File: src/rtl/uart_tx_top.sv
// uart_tx_top
//   UART transmitter. Captures one 8-bit word in IDLE and sends it as
//   start(0), 8 data bits LSB first, optional even/odd parity bit, stop(1).
//   One bit is sent per clock cycle, so the clock is the bit clock.
//
//   Handshake: DATA_VALID_TOP is a request strobe. It is sampled only while
//   the FSM is in IDLE. A rising edge in IDLE with DATA_VALID_TOP=1 is the
//   capture edge for P_DATA_TOP, PAR_EN_TOP and PAR_TYP_TOP. Busy_TOP is high
//   from the start bit through the stop bit. The FSM always spends at least
//   one cycle in IDLE between frames. There is no ready output; the producer
//   waits for Busy_TOP to fall.
//
// Ports
//   CLK_TOP         in   bit clock, rising edge
//   RST_TOP         in   asynchronous, active-high reset
//   P_DATA_TOP      in   [7:0] word to transmit
//   DATA_VALID_TOP  in   transmit request, sampled in IDLE only
//   PAR_EN_TOP      in   1 = append a parity bit
//   PAR_TYP_TOP     in   0 = even parity, 1 = odd parity
//   TX_OUT_TOP      out  serial line, idles high
//   Busy_TOP        out  frame in progress
//   fsm_state_dbg   out  [2:0] current FSM state (IDLE=0 .. STOP=4)

module uart_tx_top (
    input  logic       CLK_TOP,
    input  logic       RST_TOP,
    input  logic [7:0] P_DATA_TOP,
    input  logic       DATA_VALID_TOP,
    input  logic       PAR_EN_TOP,
    input  logic       PAR_TYP_TOP,
    output logic       TX_OUT_TOP,
    output logic       Busy_TOP,
    output logic [2:0] fsm_state_dbg
);

    typedef enum logic [2:0] {
        IDLE   = 3'd0,
        START  = 3'd1,
        DATA   = 3'd2,
        PARITY = 3'd3,
        STOP   = 3'd4
    } state_t;

    state_t     state;
    state_t     state_nxt;

    logic [7:0] shift_reg;
    logic [2:0] bit_cnt;
    logic       par_bit;
    logic       par_en_q;
    logic       load;

    assign load          = (state == IDLE) && DATA_VALID_TOP;
    assign fsm_state_dbg = state;

    // ------------------------------------------------------------------
    // FSM
    // ------------------------------------------------------------------
    always_ff @(posedge CLK_TOP or posedge RST_TOP) begin
        if (RST_TOP) begin
            state <= IDLE;
        end else begin
            state <= state_nxt;
        end
    end

    always_comb begin
        state_nxt = state;
        case (state)
            IDLE: begin
                if (DATA_VALID_TOP) begin
                    state_nxt = START;
                end
            end
            START: begin
                state_nxt = DATA;
            end
            DATA: begin
                if (bit_cnt == 3'd7) begin
                    state_nxt = par_en_q ? PARITY : STOP;
                end
            end
            PARITY: begin
                state_nxt = STOP;
            end
            STOP: begin
                state_nxt = IDLE;
            end
            default: begin
                state_nxt = IDLE;
            end
        endcase
    end

    // ------------------------------------------------------------------
    // Serializer: shift_reg[0] is always the bit on the line during DATA.
    // The counter is cleared on capture so DATA always starts at bit 0.
    // ------------------------------------------------------------------
    always_ff @(posedge CLK_TOP or posedge RST_TOP) begin
        if (RST_TOP) begin
            shift_reg <= 8'h00;
            bit_cnt   <= 3'd0;
        end else if (load) begin
            shift_reg <= P_DATA_TOP;
            bit_cnt   <= 3'd0;
        end else if (state == DATA) begin
            shift_reg <= {1'b0, shift_reg[7:1]};
            bit_cnt   <= bit_cnt + 3'd1;
        end
    end

    // ------------------------------------------------------------------
    // Parity calculator: computed once from the word at capture, so later
    // changes on the inputs cannot disturb the frame in flight.
    // ------------------------------------------------------------------
    always_ff @(posedge CLK_TOP or posedge RST_TOP) begin
        if (RST_TOP) begin
            par_bit  <= 1'b0;
            par_en_q <= 1'b0;
        end else if (load) begin
            par_bit  <= (^P_DATA_TOP) ^ PAR_TYP_TOP;
            par_en_q <= PAR_EN_TOP;
        end
    end

    // ------------------------------------------------------------------
    // Output mux: decoded from registered state only, so reset drives the
    // line high and clears Busy without waiting for a clock edge.
    // ------------------------------------------------------------------
    always_comb begin
        TX_OUT_TOP = 1'b1;
        Busy_TOP   = 1'b0;
        case (state)
            IDLE: begin
                TX_OUT_TOP = 1'b1;
                Busy_TOP   = 1'b0;
            end
            START: begin
                TX_OUT_TOP = 1'b0;
                Busy_TOP   = 1'b1;
            end
            DATA: begin
                TX_OUT_TOP = shift_reg[0];
                Busy_TOP   = 1'b1;
            end
            PARITY: begin
                TX_OUT_TOP = par_bit;
                Busy_TOP   = 1'b1;
            end
            STOP: begin
                TX_OUT_TOP = 1'b1;
                Busy_TOP   = 1'b1;
            end
            default: begin
                TX_OUT_TOP = 1'b1;
                Busy_TOP   = 1'b0;
            end
        endcase
    end

endmodule

File: config.mk
export PLATFORM = sky130hd
export DESIGN_NAME = uart_tx_top
export DESIGN_NICKNAME = d
export VERILOG_FILES = /design/src/rtl/uart_tx_top.sv
export SDC_FILE = /design/constraint.sdc
export NUM_CORES = 1
export LEC_CHECK = 0
export CORE_MARGIN = 5
export CORE_UTILIZATION = 30
export CTS_CLUSTER_DIAMETER = 80
export DETAILED_ROUTE_END_ITERATION = 8
export PLACE_DENSITY_LB_ADDON = 0.05
export SKIP_CTS_REPAIR_TIMING = 1
export SYNTH_ARGS = -nofsm -noshare
export SYNTH_HDL_FRONTEND = slang
export SYNTH_SLANG_ARGS = --single-unit
File: constraint.sdc
create_clock -name CLK_TOP -period 2.2 [get_ports CLK_TOP]
set_input_delay 0.66 -clock CLK_TOP [delete_from_list [all_inputs] [get_ports CLK_TOP]]
set_output_delay 0.66 -clock CLK_TOP [all_outputs]
set_load 0.05 [all_outputs]
==> flow_metrics.env <==
export IMPL_die_w_um=63.3
export IMPL_drc=0
export IMPL_fmaxAchievable_mhz=467
export IMPL_rows=19
export IMPL_cp_max_fo=5
export IMPL_ant_nets=0
export IMPL_die_height_um=63.3
export IMPL_p_seq_share_pct=31.8
export IMPL_power_net_switching_w=0.000686
export IMPL_grt_usage_pct=10.0
export IMPL_port_buffer_count=17
export IMPL_fin_cells=133
export IMPL_clk_latency_ps=290
export IMPL_synth_cells=80
export IMPL_reg2reg_slack_ps=590
export IMPL_slowest_stage="dfrtp_2"
export IMPL_cts_clk_slew_worst_paths_ps=100
export IMPL_routedWlPerCell_um=13.6
export IMPL_fin_area_mm2=0.00112
export IMPL_cts_tree="built"
export IMPL_synth_edf_count=0
export IMPL_area_delta_synth_final_pct=30.8
export IMPL_gp_routability_congestion=0.670
export IMPL_first_iter_violations=10
export IMPL_cpPeakStageDelay_ps=390
export IMPL_cts_buffers=3
export IMPL_grt_pass1_wl_um=3170
export IMPL_arrival_ps=1480
export IMPL_dpl_hpwl_um=1340
export IMPL_slew_viol_final=0
export IMPL_multiInputGateArea_um2=408
export IMPL_dp_cells=128
export IMPL_clock_sinks=16
export IMPL_crit_start="fsm_state_dbg[1]$_DFFE_PP0P_"
export IMPL_setup_viol=0
export IMPL_worstMarginPinSlew_ps=631
export IMPL_synth_cell_type_count=24
export IMPL_hold_class="reg -> reg"
export IMPL_start_util_pct=31.2
export IMPL_critical_path_required_ps=1540
export IMPL_vias_per_cell=4.77
export IMPL_ys_warnings_count=0
export IMPL_slew_headroom_pct=57.9
export IMPL_htreeDepth=1
export IMPL_dieArea_mm2=0.00401
export IMPL_r2r_cells=4
export IMPL_leakagePower_nw=0.527
export IMPL_drt_pass1_iterations=3
export IMPL_largest_reg_flops=8
export IMPL_fin_crit_sh_pct=97.3
export IMPL_grt_max_degree=17
export IMPL_regArea_um2=402
export IMPL_pwr_share_clk_pct=12.4
export IMPL_grt_pass1_vias=671
export IMPL_hold_viol=0
export IMPL_netlist_area_um2=853
export IMPL_p_int_w=0.000932
export IMPL_grt_overflow=0
export IMPL_syn_area_per_cell_um2=10.7
export IMPL_r2r_end="shift_reg[7]$_DFFE_PP0P_"
export IMPL_power_frac_comb_pct=55.8
export IMPL_synth_nets=95
export IMPL_finalPower_w=0.00162
export IMPL_placed_cell_area_mm2=0.00107
export IMPL_final_setup_skew_ps=2.61
export IMPL_ir_worst_vdd_mv=1.13
export IMPL_status="finished, final reports clean"
export IMPL_ys_async_sr_fraction_pct=100
export IMPL_core_area_mm2=0.00273
export IMPL_yosysSeqAreaShare_pct=46.9
export IMPL_crit_chain="inv_1 > nor3_1 > a21oi_1 > or2_2 > buf_4"
export IMPL_timing_critical_path_buf_inv=2
export IMPL_crit_path_end_kind="output port"
export IMPL_cts_buffer_depth=2
export IMPL_drive_gt1_share_pct=20.6
export IMPL_cp_depth=5
export IMPL_start_kind="flip-flop"
export IMPL_drt_total_wl_um=1810
export IMPL_synth_seq_cells=16
export IMPL_vias=635
export IMPL_cts_root_buf="clkbuf_4"
export IMPL_r2r_start="fsm_state_dbg[2]$_DFFE_PP0P_"
export IMPL_io_pins=18
export IMPL_maxCapViolCount=0
export IMPL_fill_cells=281
export IMPL_worstSetupEndpoint="TX_OUT_TOP"
export IMPL_netSwitchingFraction_pct=42.4
export IMPL_fin_nets=118
export IMPL_rsz0062_at_grt="no"
export IMPL_antenna_found_initial=0
export IMPL_min_period_ps=2140
export IMPL_cpLargestDelayFamily="simple AND/OR/NAND/NOR gates"
export IMPL_synth_flop_cell="dfrtp_1"
export IMPL_critical_path_class="reg -> out"
export IMPL_antennaDiodeCount=0
export IMPL_p_per_area_mw_per_mm2=1450
==> cell usage in the layout, fill, tap and decap left out, types with 2 or more instances in the layout <==
| cell type | count |
|---|---|
| ha_1 | 2 |
| buf_12 | 2 |
| dfrtp_1 | 15 |
| nor2_1 | 4 |
| buf_4 | 8 |
| a21oi_1 | 4 |
| nor3_1 | 3 |
| a22oi_1 | 6 |
| inv_1 | 3 |
| mux2i_1 | 3 |
| clkdlybuf4s50_1 | 12 |
| clkbuf_4 | 3 |
| nand2_1 | 16 |
| xnor2_1 | 6 |
==> worst register-to-register path: cells and delay by family, from the launching register on <==
family	cells	cell delay, ps
compound gates	1	190
buf+inv	1	250
flops	1	530
simple gates	2	550
==> synth_stat cells (2+ instances only) <==
| cell | instances | area, µm² |
|---|---|---|
| a21oi_1 | 4 | 20.0 |
| a22oi_1 | 6 | 45.0 |
| buf_6 | 3 | 33.8 |
| dfrtp_1 | 16 | 400 |
| ha_1 | 2 | 25.0 |
| inv_1 | 3 | 11.3 |
| mux2i_1 | 3 | 30.0 |
| nand2_1 | 16 | 60.1 |
| nor2_1 | 4 | 15.0 |
| nor3_1 | 3 | 15.0 |
| xnor2_1 | 7 | 61.3 |
==> how the worst min path moves through the flow <==
stage | slack, ps | cells after the start | to | startpoint
2_1_floorplan | 450 | 2 | shift_reg[3]$_DFFE_PP0P_ | shift_reg[3]$_DFFE_PP0P_
6_report | 480 | 2 | shift_reg[1]$_DFFE_PP0P_ | shift_reg[1]$_DFFE_PP0P_
3_3_place_gp | 460 | 2 | shift_reg[1]$_DFFE_PP0P_ | shift_reg[1]$_DFFE_PP0P_
4_1_cts | 490 | 2 | shift_reg[1]$_DFFE_PP0P_ | shift_reg[1]$_DFFE_PP0P_
5_1_grt | 530 | 2 | shift_reg[6]$_DFFE_PP0P_ | shift_reg[6]$_DFFE_PP0P_
3_5_place_dp | 460 | 2 | shift_reg[1]$_DFFE_PP0P_ | shift_reg[1]$_DFFE_PP0P_
==> logic make-up after synthesis <==
group	share of synthesized area (%)
buffers and inverters	6.16
adders and majority gates	2.93
AOI/OAI and AO/OA	10.8
muxes	5.28
xor gates and xnor gates	10.9
and+or+nand+nor	17.0
DFF	46.9
==> power groups by stage <==
stage / Combinational [W] / Clock, W / Sequential [W]
2_1_floorplan: 0.000580 / 0 / 0.000567
3_3_place_gp: 0.000886 / 0 / 0.000524
3_5_place_dp: 0.000899 / 0 / 0.000525
4_1_cts: 0.000900 / 0.000214 / 0.000520
5_1_grt: 0.000994 / 0.000223 / 0.000535
6_report: 0.000902 / 0.000201 / 0.000515
==> layout make-up <==
class,count,share of cell area [%]
sequential,16,36.0
tap,31,3.48
timing repair buffer,22,19.7
clock buffer,4,3.25
multi-input combinational,57,36.5
inverter,3,1.01
==> per-stage QoR <==
stage | utilization, % | setup TNS (ps) | setup WS, ps | hold WS [ps]
2_1_floorplan | - | 0 | 18.6 | 446
4_1_cts | 40.5 | -31.3 | -31.3 | 490
3_3_place_gp | 39.2 | -111 | -111 | 459
3_5_place_dp | 39.2 | -97.1 | -97.1 | 463
6_report | 40.8 | 0 | 59.7 | 484
5_1_grt | 40.8 | 0 | 4.76 | 535
==> layer usage <==
metal,routed length (µm),global-route usage (%),vias to the layer above
li1,-,-,316
met1,856,13.4,304
met2,833,15.1,13
met3,103,4.09,2
met4,13,2.34,0
met5,0,0,-
(Power assumes the default switching activity.)
